$ cat src/rtl/item_selector_queue.sv
`default_nettype none
// ============================================================================
// Module : item_selector_queue
// Brief  : Range-checked item selection FIFO with stall timeout and cancel.
// Rev    : 1.0  initial release
// ============================================================================
module item_selector_queue #(
    parameter int ITEM_ADDR_WIDTH = 10,
    parameter int NUM_ITEMS       = 1000,
    parameter int DEPTH           = 4,
    parameter int TIMEOUT         = 255
) (
    input  logic                          clk,
    input  logic                          rst,
    input  logic [ITEM_ADDR_WIDTH-1:0]    item_select,
    input  logic                          item_select_valid,
    output logic                          item_select_ready,
    input  logic                          cancel,
    output logic [ITEM_ADDR_WIDTH-1:0]    selected_item,
    output logic                          selection_valid,
    input  logic                          selection_ready,
    output logic                          select_error,
    output logic                          timeout_drop,
    output logic [$clog2(DEPTH+1)-1:0]    pending_count
);

    localparam int c_ptr_w = $clog2(DEPTH);
    localparam int c_cnt_w = $clog2(DEPTH+1);
    localparam logic [c_cnt_w-1:0]         c_depth        = c_cnt_w'(DEPTH);
    localparam logic [ITEM_ADDR_WIDTH:0]   c_num_items    = (ITEM_ADDR_WIDTH+1)'(NUM_ITEMS);
    localparam logic [15:0]                c_timeout_last = 16'(TIMEOUT - 1);
    localparam logic                       c_timeout_en   = (TIMEOUT != 0);

    typedef enum logic [1:0] {
        S_EMPTY  = 2'd0,
        S_ACTIVE = 2'd1,
        S_FULL   = 2'd2
    } occ_t;

    occ_t                         r_state;
    occ_t                         w_next_state;
    logic [ITEM_ADDR_WIDTH-1:0]   r_mem [DEPTH];
    logic [c_ptr_w-1:0]           r_wr_ptr, r_rd_ptr;
    logic [c_ptr_w-1:0]           w_wr_ptr_nxt, w_rd_ptr_nxt;
    logic [c_cnt_w-1:0]           r_count, w_count_nxt;
    logic [15:0]                  r_stall, w_stall_nxt;
    logic [ITEM_ADDR_WIDTH-1:0]   r_head, w_head_nxt;
    logic                         r_select_error, w_err_nxt;
    logic                         r_timeout_drop, w_drop_nxt;
    logic                         w_ready, w_valid, w_fire, w_legal;
    logic                         w_push, w_pop, w_stalled, w_expire;

    always_ff @(posedge clk or posedge rst) begin
        if (rst) begin
            r_state        <= S_EMPTY;
            r_wr_ptr       <= '0;
            r_rd_ptr       <= '0;
            r_count        <= '0;
            r_stall        <= '0;
            r_head         <= '0;
            r_select_error <= 1'b0;
            r_timeout_drop <= 1'b0;
        end else begin
            r_state        <= w_next_state;
            r_wr_ptr       <= w_wr_ptr_nxt;
            r_rd_ptr       <= w_rd_ptr_nxt;
            r_count        <= w_count_nxt;
            r_stall        <= w_stall_nxt;
            r_head         <= w_head_nxt;
            r_select_error <= w_err_nxt;
            r_timeout_drop <= w_drop_nxt;
        end
    end

    always_ff @(posedge clk) begin
        if (w_push) begin
            r_mem[r_wr_ptr] <= item_select;
        end
    end

    always_comb begin
        w_ready      = !rst && (r_state != S_FULL) && !cancel;
        w_valid      = (r_state != S_EMPTY);
        w_fire       = item_select_valid && w_ready;
        w_legal      = ({1'b0, item_select} < c_num_items);
        w_push       = w_fire && w_legal;
        w_stalled    = w_valid && !selection_ready && c_timeout_en;
        w_expire     = w_stalled && (r_stall == c_timeout_last);
        w_pop        = w_valid && (selection_ready || w_expire);

        w_wr_ptr_nxt = r_wr_ptr;
        w_rd_ptr_nxt = r_rd_ptr;
        w_count_nxt  = r_count;
        w_stall_nxt  = r_stall;
        w_head_nxt   = r_head;
        w_err_nxt    = 1'b0;
        w_drop_nxt   = 1'b0;
        w_next_state = r_state;

        if (cancel) begin
            w_wr_ptr_nxt = '0;
            w_rd_ptr_nxt = '0;
            w_count_nxt  = '0;
            w_stall_nxt  = '0;
        end else begin
            if (w_push) w_wr_ptr_nxt = r_wr_ptr + 1'b1;
            if (w_pop)  w_rd_ptr_nxt = r_rd_ptr + 1'b1;
            case ({w_push, w_pop})
                2'b10:   w_count_nxt = r_count + 1'b1;
                2'b01:   w_count_nxt = r_count - 1'b1;
                default: w_count_nxt = r_count;
            endcase
            if (w_pop || !w_valid)
                w_stall_nxt = '0;
            else if (w_stalled)
                w_stall_nxt = r_stall + 16'd1;
            w_err_nxt  = w_fire && !w_legal;
            w_drop_nxt = w_expire;
            // Registered show-ahead head; a fresh write can land on the new head slot.
            if (w_count_nxt != '0)
                w_head_nxt = (w_push && (r_wr_ptr == w_rd_ptr_nxt)) ? item_select
                                                                   : r_mem[w_rd_ptr_nxt];
        end

        if (w_count_nxt == '0)
            w_next_state = S_EMPTY;
        else if (w_count_nxt == c_depth)
            w_next_state = S_FULL;
        else
            w_next_state = S_ACTIVE;
    end

    assign item_select_ready = w_ready;
    assign selection_valid   = w_valid;
    assign selected_item     = r_head;
    assign select_error      = r_select_error;
    assign timeout_drop      = r_timeout_drop;
    assign pending_count     = r_count;

endmodule
`default_nettype wire

$ cat config.mk
export PLATFORM = sky130hd
export DESIGN_NAME = item_selector_queue
export DESIGN_NICKNAME = d
export VERILOG_FILES = /design/src/rtl/item_selector_queue.sv
export SDC_FILE = /design/constraint.sdc
export NUM_CORES = 1
export LEC_CHECK = 0
export ABC_AREA = 1
export BUFFER_PORTS_ARGS = -buffer_cell sky130_fd_sc_hd__buf_4
export CORE_MARGIN = 10
export CORE_UTILIZATION = 54
export CTS_CLUSTER_SIZE = 40
export DETAILED_ROUTE_END_ITERATION = 10
export PLACE_DENSITY = 0.73
export SYNTH_ARGS = -nofsm -noshare
export SYNTH_HDL_FRONTEND = slang
export SYNTH_SLANG_ARGS = --single-unit
$ cat constraint.sdc
create_clock -name clk -period 3.3 [get_ports clk]
set_input_delay 0.825 -clock clk [delete_from_list [all_inputs] [get_ports clk]]
set_output_delay 0.825 -clock clk [all_outputs]
set_load 0.02 [all_outputs]
==> results of run 1 <==
kinds of logic (layout without fill, tap and decap cells):
| family | after synthesis | in the layout | share of synthesized area |
|---|---|---|---|
| AO/OA/AOI/OAI | 19 | 19 | 0.0321 |
| XOR/XNOR | 9 | 9 | 0.0252 |
| adder cells (fa/ha/maj) | 8 | 8 | 0.0285 |
| buffers and inverters | 61 | 108 | 0.0748 |
| flip-flops | 77 | 77 | 0.563 |
| AND/OR/NAND/NOR | 215 | 215 | 0.277 |
registers in the layout, indices dropped and copies added (netlist names):
signal and flops:
r_rd_ptr 2, pending_count 3, select_error 1, r_stall 16, r_state 2, selected_item 10, timeout_drop 1, r_wr_ptr 2
r_mem 40
metrics by stage:
stage | setup slack, ns | instances | area, µm²
2_1_floorplan | 0.0887 | 389 | 3790
3_3_place_gp | -0.0749 | 516 | 4140
3_5_place_dp | -0.161 | 516 | 4140
4_1_cts | 0.211 | 532 | 4330
5_1_grt | 0.132 | 532 | 4330
6_report | 0.415 | 532 | 4330
synth_stat cells, drive strengths merged:
cell type / n / area, µm²
nor2: 40 / 168
buf: 11 / 95.1
xnor2: 4 / 35.0
clkbuf: 2 / 7.51
a21oi: 8 / 43.8
xor3: 1 / 25.0
a31oi: 2 / 12.5
ha: 7 / 87.6
inv: 47 / 176
nor3: 5 / 40.0
nor3b: 1 / 7.51
and3: 1 / 11.3
nand4: 10 / 62.6
a2111oi: 1 / 15.0
nand2: 95 / 402
dfrtp: 37 / 926
a211oi: 2 / 20.0
fa: 1 / 20.0
o21ai: 6 / 30.0
clkinv: 1 / 3.75
xor2: 4 / 35.0
nor4: 1 / 12.5
edfxtp: 40 / 1200
nand3: 62 / 343
final cells by class:
cell class / count / area [µm²]
flip-flops and latches: 77 / 2130
well taps: 96 / 120
inverters: 48 / 180
multi-input cells: 251 / 1380
clock buffers: 9 / 124
fillers: 532 / 2460
clock inverters: 7 / 72.6
repair buffers: 44 / 330
worst max-delay path by stage:
stage	from	endpoint	slack (ns)	cells after the start
after global routing	item_select[3]	selected_item[6]	0.13	18
after floorplan	cancel	selected_item[0]	0.09	17
after global placement	item_select[3]	selected_item[6]	-0.07	18
after CTS	item_select[3]	selected_item[6]	0.21	18
final	item_select[3]	selected_item[6]	0.41	18
after detailed placement	item_select[3]	selected_item[1]	-0.16	18
metal layers:
metal	vias up	part of all wire	global-route usage
met5	-	0	0
li1	1365	-	-
met3	11	0.062	0.0434
met2	93	0.43	0.212
met1	1295	0.49	0.218
met4	0	0.018	0.0507
repair_timing:
| item | CTS | global route |
|---|---|---|
| setup endpoints to repair | 0 | 10 |
| gates resized for setup | 0 | 1 |
| endpoints found under the hold margin | 0 | 0 |
| setup buffers | 0 | 0 |
| hold buffers | 0 | 0 |
critical path, delay by kind of cell:
family | cells | cell delay, ns
AND/OR/NAND/NOR | 7 | 0.54
buffers and inverters | 7 | 0.63
adder cells (fa/ha/maj) | 2 | 0.61
AO/OA/AOI/OAI | 2 | 0.51
where the power goes:
group / total, µW / switching [µW] / internal, µW
clock network: 708 / 356 / 352
logic: 797 / 519 / 278
registers: 1150 / 49.4 / 1100
==> flow_summary_export.csv, run 1 <==
group,metric,value,unit
layout,layout.cells.most_common_list,"nand2_1 (85), nand3_1 (57), buf_4 (44)",
route,drt-initial-drc-count,187,
pwr,powerDensity,612,nW/µm²
setup_path,end_kind,"flip-flop",
pwr,power.total,2650,µW
route,wl,8040,µm
route,dr.pass1.iters,5,
sta,min_period,2.89,ns
setup_path,cp_cell_sequence,"buf_4 > inv_1 > a2111oi_2 > buf_4 > nor2_4 > inv_2 > ha_1 > inv_1 > fa_1 > nor2_1 > a21oi_1 > nand2_1 > nand2_1 > inv_1 > nor2_1 > inv_2 > nand3_1 > nand2_1",
setup_path,rrSetupSlack,0.50,ns
run_status,status,"finished, final reports clean",
sta,skew,0.0112,ns
clocking,cts_tree,"built",
sta,hold_viol,0,
sta,setup_viol,0,
placement,hpwl,5650,µm
sta,setup-tns-final,0,ns
clocking,cts_buffer_depth,2,
sta,maxSlewViolCount,0,
die,fp.dieH,104,µm
setup_path,cp.required,3.55,ns
min_path,hp-start,"r_stall[0]",
setup_path,r2r_start,"r_stall[0]",
min_path,hold_path_end,"r_stall[0]",
pwr,vdd_ir_drop_max,0.426,mV
die,rows,30,
route,drt.antenna.violating_nets,0,
die,start_util,0.556,
logic_synthesis,syn-cell-area,3780,µm²
clocking,clock_latency,0.35,ns
sta,clock.fmax,0.347,GHz
die,die_w,104,µm
global_routing,grt_pass1_vias,2664,
die,die_area,10700,µm²
sta,post-route-period-util,0.874,
min_path,min_path_type,"flip-flop to flip-flop",
sta,tightest_slew,0.547,ns
logic_synthesis,synth_cell_types,37,
run,max_cap_violations,0,
route,drc,0,
global_routing,antenna_found_initial,0,
clocking,root_buffer,"clkbuf_8",
sta,hold_ws,0.473,ns
logic_synthesis,synthCells,389,
setup_path,criticalPathCategory,"input port to flip-flop",
setup_path,worstPathArrival,3.13,ns
layout,syn_to_final_growth,14.6,%
setup_path,crit_fanout,10,
setup_path,worstReg2RegEnd,"selected_item[6]",
min_path,whs_path_depth,1,
clocking,clock_sinks,77,
setup_path,critPathSlowestCell,"fa_1",
global_routing,globalRouteOverflowTotal,0,
global_routing,grt_pass1_wl,13300,µm
clocking,numCtsBuffers,9,
clocking,path_clk_slew,0.08,ns
pwr,power.leakage,0.00189,µW
route,vias_per_cell,5.20,
clocking,cts_max_level,3,
layout,num-nets-final,454,
sta,max-slew-margin-rel,0.635,
sta,rsz0062_at_grt,"false",
logic_synthesis,ys_seq_area_frac,0.563,
placement,gp_congestion,0.835,
logic_synthesis,syn_nets,412,
setup_path,slowest_delay,0.48,ns
die,ios,32,
die,core_area,6790,µm²
logic_synthesis,ys_ff_latch,77,
layout,layout_commonest_cell,"nand2_1",
global_routing,grt_max_degree,24,
setup_path,cp-start-kind,"input port",
route,vias,2764,
route,wl_per_cell,15.1,µm
layout,drive_gt1_frac,0.225,
placement,port_buffers,31,
global_routing,grtUsageTotal,0.152,
logic_synthesis,synth.avg_cell_area,9.72,µm²
layout,antenna_cells,0,
layout,finish.utilization,0.638,
setup_path,r2r_cells,18,
logic_synthesis,synth-warning-count,0,
Power figures use the tool's default switching activity.
==> run 2: changes to the inputs <==
==> constraint.sdc (replaced) <==
create_clock -name clk -period 3.3 [get_ports clk]
set_input_delay 0.66 -clock clk [delete_from_list [all_inputs] [get_ports clk]]
set_output_delay 0.66 -clock clk [all_outputs]
set_load 0.02 [all_outputs]
==> run 2 against run 1 <==
  * Clock skew decreased by 0.0013 ns
  * Cell count decreased by 1.1%
  * Cell area decreased by 0.78%
  * Hold slack got worse by 0.040 ns
  * Via count decreased by 2.6%
  * Global-route usage increased by 0.28 points
  * Sequential cell count unchanged
  * Core utilization decreased by 0.50 points
  * Combinational power decreased by 1%
==> flow_summary_export.csv, run 2 (same netlist as run 1, synthesis figures left out) <==
group,metric,value,unit
setup_path,worstPathArrival,3.04,ns
die,rows,30,
sta,skew,0.00990,ns
die,start_util,0.556,
sta,hold_viol,0,
clocking,clock_sinks,77,
global_routing,globalRouteOverflowTotal,0,
layout,drive_gt1_frac,0.219,
clocking,cts_setup_buffers,0,
global_routing,grtUsageTotal,0.154,
sta,post-route-period-util,0.848,
global_routing,grtUsageMet1,0.213,
pwr,switching_share,0.354,
route,wl,8080,µm
sta,clock.fmax,0.357,GHz
pwr,vdd_ir_drop_max,0.429,mV
placement,gp_congestion,0.820,
clocking,root_buffer,"clkbuf_8",
setup_path,end_kind,"flip-flop",
pwr,p_seq_frac,0.428,
die,die_area,10700,µm²
route,dr.pass1.iters,4,
global_routing,grt_use_met3,0.0428,
global_routing,grt_max_degree,38,
layout,top_register,"r_mem",
sta,min_period,2.80,ns
sta,setup_ws,0.501,ns
setup_path,cp-start-kind,"flip-flop",
clocking,cts_tree,"built",
global_routing,antenna_found_initial,0,
global_routing,grt_pass1_vias,2739,
route,drt-initial-drc-count,162,
clocking,cts_hold_buf,0,
clocking,cts_buffer_depth,2,
setup_path,r2r_cells,18,
layout,layout_commonest_cell,"nand2_1",
global_routing,met2_usage,0.228,
global_routing,busiest_layer,"met2",
sta,setup-tns-final,0,ns
sta,maxSlewViolCount,0,
route,drc,0,
clocking,numCtsBuffers,9,
route,drt.antenna.violating_nets,0,
setup_path,cp.required,3.55,ns
min_path,min_path_type,"input port to async pin",
sta,rsz0062_at_grt,"false",
pwr,pwr-share-clk,0.277,
pwr,internal-power,1730,µW
die,die_w,104,µm
layout,final_cell_count_no_fill,526,
sta,setup_viol,0,
pwr,p_comb_frac,0.295,
setup_path,criticalPathCategory,"flip-flop to flip-flop",
clocking,path_clk_slew,0.09,ns
pwr,power.leakage,0.00186,µW
layout,num-nets-final,448,
layout,largest_reg_flops,40,
layout,syn_to_final_growth,13.7,%
route,vias,2692,
layout,antenna_cells,0,
route,vias_per_cell,5.12,
die,ios,32,
clocking,ctsResizeCount,0,
placement,hpwl,5680,µm
die,fp.dieH,104,µm
clocking,clock_latency,0.35,ns
sta,tightest_slew,0.474,ns
placement,place_inst,510,
run_status,status,"finished, final reports clean",
sta,max-slew-margin-rel,0.684,
placement,port_buffers,31,
pwr,power.total,2670,µW
pwr,p_sw,946,µW
die,core_area,6790,µm²
layout,layout.cells.most_common_list,"nand2_1 (85), nand3_1 (57), edfxtp_1 (40)",
run,max_cap_violations,0,
setup_path,crit_fanout,10,
clocking,cts_max_level,3,
placement,pre_cts_slack,-0.143,ns
route,wl_per_cell,15.4,µm
global_routing,grt_pass1_wl,13700,µm
pwr,powerDensity,622,nW/µm²
## run 2: cell types whose count changed in the layout (fill, tap and decap cells not counted), sizes merged
cell    change
clkinv      -3
buf         -6
inv         +3
## run 2: critical path, cell delays in order (launching register included)
cell and delay [ns]:
dfrtp_1 0.40, inv_1 0.09, ha_1 0.17, nand3_1 0.09
nor2_2 0.11, nand2_1 0.06, a21oi_2 0.17, ha_1 0.17
inv_1 0.07, fa_1 0.49, nor2_1 0.05, a21oi_1 0.17
nand2_1 0.10, nand2_1 0.06, inv_1 0.04, nor2_1 0.17
inv_2 0.11, nand3_1 0.11, nand2_1 0.06
## run 2: per-layer routing
| layer | wire length [µm] | share of wire | vias up |
|---|---|---|---|
| met2 | 3520 | 0.44 | 85 |
| met5 | 0 | 0 | - |
| met3 | 532 | 0.066 | 8 |
| li1 | - | - | 1346 |
| met4 | 79 | 0.0098 | 0 |
| met1 | 3950 | 0.49 | 1253 |
## run 2: cell type report
cell class	count	area [µm²]
clock inverter	7	78.8
timing repair buffer	38	285
tap	96	120
multi-input combinational	251	1380
fill	552	2500
inverter	48	180
clock buffer	9	124
sequential	77	2130
## run 2: power by group through the flow
stage               clock (µW)  sequential, µW  combinational (µW)
floorplan                    0            1240                 484
global placement             0            1160                 774
finish                     740            1140                 787
global route               796            1150                 881
detailed placement           0            1160                 788
CTS                        755            1140                 792
## run 2: worst paths after layout
path	from	to	slack [ns]
max	r_stall[0]	selected_item[8]	0.50
min	rst	r_state[1]	0.43
max reg2reg	r_stall[0]	selected_item[8]	0.50
min reg2reg	r_stall[0]	r_stall[0]	0.47
max in group asynchronous	rst	r_stall[11]	2.54
min in group clk	r_stall[0]	r_stall[0]	0.47
## run 2: stage by stage
step	hold slack (ns)	utilization	instance area, µm²
6_report	0.434	0.633	4300
5_1_grt	0.470	0.633	4300
4_1_cts	0.437	0.631	4290
3_5_place_dp	0.458	0.601	4080
3_3_place_gp	0.449	0.601	4080
2_1_floorplan	0.432	-	3780
